### src/rtl/imm_decode_stage.sv
// Decode stage: classifies I/S/B/U/J formats and builds the sign-extended immediate.
// Two-entry buffer (head + skid). Optional out_illegal via IMM_DECODE_ILLEGAL_CHECK_EN.
module imm_decode_stage #(
  parameter int INSTRSIZE = 32,
  parameter int IMMSIZE   = 64
) (
  input  logic                 clk,
  input  logic                 rst_n,
  input  logic                 flush,
  input  logic                 in_valid,
  output logic                 in_ready,
  input  logic [INSTRSIZE-1:0] in_instruction,
  output logic                 out_valid,
  input  logic                 out_ready,
  output logic [INSTRSIZE-1:0] out_instruction,
  output logic [IMMSIZE-1:0]   out_immediate,
`ifdef IMM_DECODE_ILLEGAL_CHECK_EN
  output logic                 out_illegal,
`endif
  output logic [2:0]           out_imm_type
);

  typedef struct packed {
    logic [INSTRSIZE-1:0] instruction;
    logic [IMMSIZE-1:0]   immediate;
    logic [2:0]           imm_type;
`ifdef IMM_DECODE_ILLEGAL_CHECK_EN
    logic                 illegal;
`endif
  } entry_t;

  function automatic entry_t decode(input logic [INSTRSIZE-1:0] inst);
    entry_t      e;
    logic [6:0]  op;
    logic [31:0] imm32;
    logic [2:0]  t;
    logic        is_i, is_s, is_b, is_u, is_j;
    op    = inst[6:0];
    is_i  = op inside {7'b0000011, 7'b0010011, 7'b0011011,
                       7'b1100111, 7'b1110011};
    is_s  = op inside {7'b0100011, 7'b0100111};
    is_b  = (op == 7'b1100011);
    is_u  = op inside {7'b0110111, 7'b0010111};
    is_j  = (op == 7'b1101111);
    imm32 = '0;
    t     = 3'd0;
    unique case (1'b1)
      is_i: begin
        imm32 = {{20{inst[31]}}, inst[31:20]};
        t     = 3'd1;
      end
      is_s: begin
        imm32 = {{20{inst[31]}}, inst[31:25], inst[11:7]};
        t     = 3'd2;
      end
      is_b: begin
        imm32 = {{19{inst[31]}}, inst[31], inst[7],
                 inst[30:25], inst[11:8], 1'b0};
        t     = 3'd3;
      end
      is_u: begin
        imm32 = {inst[31:12], 12'b0};
        t     = 3'd4;
      end
      is_j: begin
        imm32 = {{11{inst[31]}}, inst[31], inst[19:12],
                 inst[20], inst[30:21], 1'b0};
        t     = 3'd5;
      end
      default: begin
        imm32 = '0;
        t     = 3'd0;
      end
    endcase
    e.instruction = inst;
    e.immediate   = IMMSIZE'($signed(imm32));
    e.imm_type    = t;
`ifdef IMM_DECODE_ILLEGAL_CHECK_EN
    // every table opcode ends in 2'b11, so no match covers both cases
    e.illegal     = (t == 3'd0);
`endif
    return e;
  endfunction

  logic [1:0] count;
  entry_t     head;
  entry_t     skid;
  entry_t     dec;
  logic       accept;
  logic       pop;

  assign dec    = decode(in_instruction);
  assign accept = in_valid && in_ready;
  assign pop    = out_valid && out_ready;

  always_ff @(posedge clk or negedge rst_n) begin
    if (!rst_n) begin
      count    <= 2'd0;
      in_ready <= 1'b1;
      head     <= '0;
      skid     <= '0;
    end else if (flush) begin
      count    <= 2'd0;
      in_ready <= 1'b1;
    end else begin
      case (count)
        2'd0: begin
          if (accept) begin
            head  <= dec;
            count <= 2'd1;
          end
        end
        2'd1: begin
          if (accept && pop) begin
            head <= dec;
          end else if (accept) begin
            skid     <= dec;
            count    <= 2'd2;
            in_ready <= 1'b0;
          end else if (pop) begin
            count <= 2'd0;
          end
        end
        2'd2: begin
          if (pop) begin
            head     <= skid;
            count    <= 2'd1;
            in_ready <= 1'b1;
          end
        end
        default: begin
          count    <= 2'd0;
          in_ready <= 1'b1;
        end
      endcase
    end
  end

  assign out_valid       = (count != 2'd0);
  assign out_instruction = head.instruction;
  assign out_immediate   = head.immediate;
  assign out_imm_type    = head.imm_type;
`ifdef IMM_DECODE_ILLEGAL_CHECK_EN
  assign out_illegal     = out_valid && head.illegal;
`endif

endmodule

### config.mk
export PLATFORM = sky130hd
export DESIGN_NAME = imm_decode_stage
export DESIGN_NICKNAME = d
export VERILOG_FILES = /design/src/rtl/imm_decode_stage.sv
export SDC_FILE = /design/constraint.sdc
export NUM_CORES = 1
export LEC_CHECK = 0
export CORE_ASPECT_RATIO = 1.2
export CORE_MARGIN = 2
export CORE_UTILIZATION = 60
export DETAILED_ROUTE_END_ITERATION = 8
export DONT_BUFFER_PORTS = 1
export PLACE_DENSITY = 0.86
export SLEW_MARGIN = 20
export SYNTH_ARGS = -nofsm -noshare
export SYNTH_HDL_FRONTEND = slang
export SYNTH_SLANG_ARGS = --single-unit
### constraint.sdc
create_clock -name clk -period 2.15 [get_ports clk]
set_input_delay 0.43 -clock clk [delete_from_list [all_inputs] [get_ports clk]]
set_output_delay 0.43 -clock clk [all_outputs]
set_load 0.02 [all_outputs]
# --- Yosys cells after proc, flatten, opt, wreduce, memory -nomap -nowiden ---
# Cells that the tools add are included.
totals:
  register_bits: 169
  latch_bits: 0
  mem_bits_rw: 0
  mem_bits_ro: 0
  inputBits: 37
  out_inout_bits: 101
  n_memories: 0
classes:
  add_sub_neg: 0
  n_mul: 0
  div: 0
  order_cmp: 0
  eq_ne: 22
  n_shift: 0
  n_mux: 18
  bitwise: 2
  reduce_logical: 13
ops:
  columns: ["cell", "count"]
  rows:
  - ["$mux W99", 3]
  - ["$pmux W99 S3", 1]
  - ["$pmux W32 S5", 1]
  - ["$eq A7 B7 Y1 const B", 4]
  - ["$eq A7 B5 Y1 const B", 3]
  - ["$eq A7 B6 Y1 const B", 3]
  - ["$pmux W3 S5", 1]
  - ["$mux W2", 6]
  - ["$ne A3 B3 Y1 const B", 4]
  - ["$reduce_and A4 Y1", 3]
  - ["$ne A2 B2 Y1 const B", 4]
  - ["$eq A7 B2 Y1 const B", 1]
  - ["$pmux W2 S3", 1]
  - ["$reduce_bool A2 Y1", 3]
  - ["$reduce_and A5 Y1", 1]
  - ["$reduce_bool A5 Y1", 1]
  - ["$mux W1", 4]
  - ["$ne A4 B4 Y1 const B", 1]
  - ["$logic_and A1 B1 Y1", 3]
  - ["$pmux W1 S3", 1]
  - ["$reduce_bool A3 Y1", 1]
  - ["$eq A2 B1 Y1 const B", 1]
  - ["$eq A2 B2 Y1 const B", 1]
  - ["$logic_not A2 Y1", 1]
  - ["$not A1 Y1", 2]

# --- Longest topological paths before layout ---
# Gate-level depths: netlist of run 1.
logic_depth:
  depth_word: 7
  depth_mapped: 8

# --- Least setup slack after synthesis of run 1 ---
# OpenSTA, ideal clock, no wires.
synth_timing:
  path_kind: "register to register"
  start: "register in_ready"
  end: "register skid[30] (netlist bit)"
  arrival_time_ns: 1.854
  t_required_ns: 2.021
  slack_ns: 0.167
  stages_incl_launch_ff: 7
  synth_period_minus_slack_ns: 1.983
  cell_sequence: "dfstp_2 -> nand2_1 -> or4b_1 -> buf_2 -> buf_4 -> nand2_1 -> o211ai_2"
synth_between:
  elab_chain_cells: 4
synth_lines:
  columns: ["element", "line_no", "source"]
  rows:
  - ["start: declaration", "11", "output logic in_ready,"]
  - ["start signal: assignment", "99", "in_ready <= 1'b1;"]
  - ["start signal: assignment", "104", "in_ready <= 1'b1;"]
  - ["start signal: assignment", "119", "in_ready <= 1'b0;"]
  - ["$logic_and A1 B1 Y1 *", "93", "assign accept = in_valid && in_ready;"]
  - ["$logic_and A1 B1 Y1", "114", "if (accept && pop) begin"]
  - ["$not A1 Y1 (no line)", null, null]
  - ["$reduce_and A4 Y1 (no line) *", null, null]
  - ["end signal: assignment", "101", "skid <= '0;"]
  - ["end signal: assignment", "117", "skid <= dec;"]
  - ["end: declaration", "87", "entry_t skid;"]
# Every way passes the cells marked *; elsewhere a longest branch is shown, timed or not.
# A chain may end at the register's enable or synchronous reset.

# --- Final worst setup path of run 1 ---
layout_timing:
  start: "register in_ready"
  end: "register skid[11] (netlist bit)"
# Same word-level chain as after synthesis.

==> key figures, run 1 <==
Synthesis
  • Synthesis-stage register bit count: approximately 140
  • Yosys Warn Count: 0
  • Gate Count Post-Synth: between 600 and 700
  • Most frequent cell after synthesis: nand2_1
  • Main synth FF type: dfrtp_1
  • Mapped Area: ~6400 um^2
  • Top cells by count, synth: nand2_1, dfrtp_1, nor2_1
  • FFs w/ async S/R, synth: 1.00
  • Cell variety after synth: 52
  • Post-synth top area share: 0.535
  • Post-synth EDFFs: 0
  • Average footprint of a synthesized cell: a little over 9 um^2
  • Mapped Nets: 729
  • Post-synthesis sequential area ratio: 0.539
  • Largest cells by area after synthesis: dfrtp_1, nand2_1, buf_4, nor2_1, a31oi_1
  • Synth area leader: dfrtp_1

Layout
  • Final instance area: between 6000 and 7000 um^2
  • Fraction of layout cells with a size suffix above 1: 0.129
  • Layout area overhead: 8.67%
  • Fill count: around 760
  • N_diodes: 0
  • Final core utilization: 0.664
  • Layout Nets: 690
  • Final Non-Filler Cells: approximately 800
  • Area of the multi-input gates: about 2500 um^2
  • Seq. cell area: between 3000 and 4000 um^2

Global routing
  • Initial antenna violation count: 0
  • Largest net degree at the start of global routing: about 140
  • Vias in the first global route: around 4800
  • All-layer global routing usage: 0.279
  • Total grt overflow: 0
  • First-pass GRT wire length: about 25000 um

Placement
  • PortBufs: 0
  • Inst Count DP: 763
  • Area after DPL: 6280 um^2
  • Placer Congestion: 0.825
  • Post-DP HPWL: 10300 um

Setup path
  • Worst Setup Start Kind: flip-flop
  • Setup Crit Path Kind: reg -> reg
  • Critical Path AT: 2.35 ns
  • CP max stage cell: or4b_4
  • CP required: between 2 and 2.5 ns
  • Critical path's largest stage delay: between 0.6 and 0.7 ns
  • Worst path buffer plus inverter count: 1
  • CP Max Fanout: 28
  • CP top delay family: simple AND/OR/NAND/NOR gates
  • Crit-path cells: nand2_1 -> or4b_4 -> buf_4 -> a22o_1
  • Endpoint type of the worst setup path: flip-flop

STA
  • Max Slew Vio Count: 0
  • Fmax: 488 MHz
  • Minimum clock period: approximately 2.0 ns
  • RSZ-0062 raised after global routing: no
  • Period utilisation layout: 0.952
  • Final Setup Violations: 0
  • Slew @ Worst Pin: about 0.64 ns
  • Rel. slew slack: 0.570
  • Final hold violations: about 140
  • Setup Total Neg Slack: 0 ns
  • Clock skew: 0.00674 ns
  • Fin Hold WS: -0.296 ns

Floorplan
  • Num rows: 41
  • Core ar.: around 10000 um^2
  • # IOs: between 100 and 150
  • Die height: roughly 120 um
  • Initial Utilization: 0.611
  • Die ar.: around 11000 um^2
  • Die X: 98.0 um

Routing
  • Vias per cell: 6.22
  • DRT Pass-1 Iters: 5
  • Routed length per instance: between 15 and 20 um
  • Vias post-DR: 4946
  • DR iter-0 viols: between 300 and 400
  • Antenna-violating nets left: 0
  • DRC viols: 0
  • Post-Route WL: approximately 16000 um

CTS
  • Setup Buffers After CTS: 0
  • Clk_lat worst skew: approximately 0.42 ns
  • CTS Buf Count: 17
  • Clock-pin slew on the worst setup and hold paths: about 0.060 ns
  • CTS H-tree lvls: 4
  • CTS tree: done
  • Root Buffer: clkbuf_16
  • # clock sinks: 137
  • Longest Clk Path Bufs: 2

Power and ir drop
  • PD cells: 1100 nW/um^2
  • Leak pwr: around 0.0031 uW
  • Max VDD drop: between 0.6 and 0.7 mV

Run status
  • Status: complete, but fails checks
  • Failing checks: negative hold slack

Min path
  • Hold Path Class: in -> async

Flow run
  • # Max-Cap Violations: 0
## metrics by stage
step	power [uW]	worst slack (ns)
floorplan	4450	0.167
global placement	4570	0.180
detailed placement	4650	0.0961
CTS	7620	0.0892
global route	7920	0.00350
finish	7600	0.103
## report_power, final
| group | switching [uW] | internal (uW) |
|---|---|---|
| registers | 661 | 3100 |
| logic | 506 | 361 |
| clock network | 1100 | 1880 |
| total | 2260 | 5340 |
## kinds of logic after synthesis
| family | synth area share |
|---|---|
| mux | 0.00491 |
| simple gates | 0.222 |
| buf+inv | 0.0755 |
| compound gates | 0.159 |
| flops | 0.539 |
## layer usage
layer	up-vias	wire length [um]	GRT usage
met5	-	0	0
met4	0	450	0.119
met3	34	1640	0.110
met2	245	7750	0.447
met1	2412	5890	0.341
li1	2255	-	-
## area by class of cell
cell class	instances	area share
flip-flops and latches	137	0.496
multi-input cells	476	0.362
clock buffers	20	0.0660
repair buffers	20	0.0300
well taps	129	0.0233
clock inverters	12	0.0213
inverters	1	0.000543
## state kept, by name (all words and copies together), names as in the netlist
| name | count |
|---|---|
| in_ready | 1 |
| out_instruction | 32 |
| skid | 67 |
| count | 2 |
| out_imm_type | 3 |
| out_immediate | 32 |
## timing repair
action	in CTS	in global routing
endpoints found under the hold margin	137	137
resized for setup	0	6
setup endpoints to repair	0	34
## worst reg2reg max path, delay by kind of cell, from the launching register on
| family | cells | cell delay (ns) |
|---|---|---|
| and+or+nand+nor | 2 | 0.84 |
| DFF | 1 | 0.54 |
| AOI/OAI and AO/OA | 1 | 0.28 |
| buffers and inverters | 1 | 0.27 |
## final timing paths
| check | startpoint | to | slack (ns) | cells after the start |
|---|---|---|---|---|
| worst max-delay path | in_ready$_DFFE_PN1P_ | skid[11]$_DFFE_PN0P_ | 0.10 | 4 |
| worst min-delay path | rst_n | out_imm_type[0]$_DFFE_PN0P_ | -0.30 | 0 |
| worst max register to register | in_ready$_DFFE_PN1P_ | skid[11]$_DFFE_PN0P_ | 0.10 | 4 |
| worst min register to register | skid[83]$_DFFE_PN0P_ | skid[83]$_DFFE_PN0P_ | 0.47 | 2 |
| max in group asynchronous | rst_n | in_ready$_DFFE_PN1P_ | 2.19 | 0 |
| min in group clk | flush | count[0]$_DFFE_PN0P_ | 0.07 | 1 |
## layout by cell type, fill, tap and decap left out, types with 9 or more instances in the layout
master / instances
a21oi_1: 31
a31oi_1: 34
buf_4: 16
clkbuf_16: 17
dfrtp_1: 135
nand2_1: 215
nor2_1: 60
nor3_1: 9
o211ai_2: 10
o21ai_0: 14
o22ai_1: 11
No activity file was read; power rests on OpenSTA's default activity.
==> run 2: changes to the inputs <==
Clock period 2.15 ns to 2.6 ns, I/O delays scaled along.
==> key figures, run 2 (synthesis results as in run 1) <==
Power and ir drop
  • PD cells: about 940 nW/um^2
  • Max VDD drop: about 0.53 mV
  • Leak pwr: ~0.0031 uW

CTS
  • Clock-pin slew on the worst setup and hold paths: around 0.060 ns
  • # resized after CTS: 0
  • Longest Clk Path Bufs: 2
  • CTS Buf Count: 17
  • CTS tree: done
  • Clk_lat worst skew: about 0.42 ns
  • Setup Buffers After CTS: 0
  • CTS H-tree lvls: 4
  • # clock sinks: approximately 140
  • Root Buffer: clkbuf_16

STA
  • Period utilisation layout: 0.881
  • Fin Hold WS: -0.211 ns
  • Fmax: about 440 MHz
  • Minimum clock period: about 2.3 ns
  • Clock skew: 0.00725 ns
  • Setup Total Neg Slack: 0 ns
  • Final Setup Violations: 0
  • Final hold violations: 137
  • Max Slew Vio Count: 0
  • Slew @ Worst Pin: between 1 and 1.5 ns
  • RSZ-0062 raised after global routing: no
  • Rel. slew slack: 0.261

Setup path
  • Critical path's largest stage delay: roughly 0.7 ns
  • Critical path depth: 4
  • Critical Path AT: about 2.6 ns
  • CP top delay family: simple AND/OR/NAND/NOR gates
  • Crit path capture: skid[15]$_DFFE_PN0P_
  • Setup Crit Path Kind: reg -> reg
  • CP required: about 2.9 ns
  • Reg-to-reg startpoint: in_ready$_DFFE_PN1P_
  • Worst path buffer plus inverter count: 0
  • R2R Setup Slk: between 0.3 and 0.4 ns
  • Crit-path cells: nand2_1 -> or4b_4 -> nor2_1 -> a21oi_1
  • Worst Reg-to-Reg Cells: 4
  • Critical Path Source: in_ready$_DFFE_PN1P_
  • CP max stage cell: or4b_4
  • CP Max Fanout: 18
  • Worst Setup Start Kind: flip-flop
  • Endpoint type of the worst setup path: flip-flop
  • Reg-to-Reg End: skid[15]$_DFFE_PN0P_

Routing
  • Vias per cell: 6.26
  • DR iter-0 viols: 400
  • Routed length per instance: 19.7 um
  • Post-Route WL: 15500 um
  • Vias post-DR: around 5000
  • DRC viols: 0
  • Antenna-violating nets left: 0
  • DRT Pass-1 Iters: 6

Run status
  • Failing checks: negative hold slack
  • Status: complete, but fails checks

Floorplan
  • Die X: approximately 98 um
  • Core ar.: 10400 um^2
  • Die height: 117 um
  • Initial Utilization: 0.611
  • # IOs: about 140
  • Die ar.: 11500 um^2
  • Num rows: 41

Layout
  • Final instance area: 6850 um^2
  • Layout Nets: approximately 680
  • Largest reg by FF count: skid
  • Number of flip-flops in the largest register: 67
  • N_diodes: 0
  • Most frequent cells in the layout: nand2_1, dfrtp_1, nor2_1
  • Layout area overhead: 7.67%
  • Commonest non-fill, non-tap cell in the layout: nand2_1
  • Fraction of layout cells with a size suffix above 1: 0.116

Placement
  • Placer Congestion: ~0.85
  • PortBufs: 0
  • Area after DPL: between 6000 and 7000 um^2
  • Post-DP HPWL: slightly above 10000 um

Global routing
  • Largest net degree at the start of global routing: roughly 140
  • Initial antenna violation count: 0
  • All-layer global routing usage: 0.280
  • First-pass GRT wire length: 24800 um
  • Total grt overflow: 0
  • Vias in the first global route: 4722

Flow run
  • # Max-Cap Violations: 0

Min path
  • Hold Path Class: in -> async
## run 2: cell types whose count changed in the layout (fill, tap and decap cells not counted), sizes merged
cell,previous run,this run
buf,20,12
bufinv,3,5
clkbuf,20,18
clkinv,6,5
clkinvlp,2,1
inv,2,4
## run 2: worst min path at each step
| stage | cells past startpoint | slack (ns) | endpoint | from |
|---|---|---|---|---|
| after floorplan | 0 | 0.22 | count[0]$_DFFE_PN0P_ | rst_n |
| after global placement | 0 | 0.23 | out_instruction[14]$_DFFE_PN0P_ | rst_n |
| after detailed placement | 0 | 0.23 | out_instruction[14]$_DFFE_PN0P_ | rst_n |
| after CTS | 0 | -0.22 | out_instruction[14]$_DFFE_PN0P_ | rst_n |
| after global routing | 0 | -0.22 | out_instruction[21]$_DFFE_PN0P_ | rst_n |
| final | 0 | -0.21 | out_instruction[21]$_DFFE_PN0P_ | rst_n |
## run 2: area by class of cell
cell class	count	area (um^2)
fillers	780	3560
flip-flops and latches	137	3430
inverters	1	3.75
clock buffers	18	439
clock inverters	14	216
well taps	129	161
repair buffers	12	123
multi-input cells	476	2480
## run 2: worst reg2reg max path, cell delays in order, from the launching register on
cell and delay, ns:
dfstp_2 0.63, nand2_1 0.22, or4b_4 0.70, nor2_1 0.45, a21oi_1 0.15
## run 2: stage by stage
step	util	total power, uW	instances	setup WS [ns]
final	0.658	6480	787	0.309
after global routing	0.658	6720	787	0.159
after CTS	0.658	6490	787	0.331
after detailed placement	0.595	3830	755	0.342
after global placement	0.595	3770	755	0.401
after floorplan	-	3680	692	0.617
## run 2: report_power, final
| part | total (uW) | internal (uW) | switching (uW) | leakage (uW) |
|---|---|---|---|---|
| registers | 3130 | 2560 | 564 | 0.00171 |
| logic | 676 | 284 | 393 | 0.00107 |
| clock network | 2670 | 1730 | 939 | 0.000321 |
| total | 6480 | 4580 | 1900 | 0.00310 |
## run 2: metal layers
metal  vias up  track usage  share of wire
met4         0        0.114          0.025
met3        34       0.0980          0.094
li1       2235            -              -
met5         -            0              0
met2       231        0.474           0.50
met1      2423        0.330           0.38
==> run 3: changes to the inputs <==
Settings changed: HOLD_SLACK_MARGIN set to 0.05.
==> results of run 3 <==
No change in the layout: final DEF, timing and power equal those of run 2.
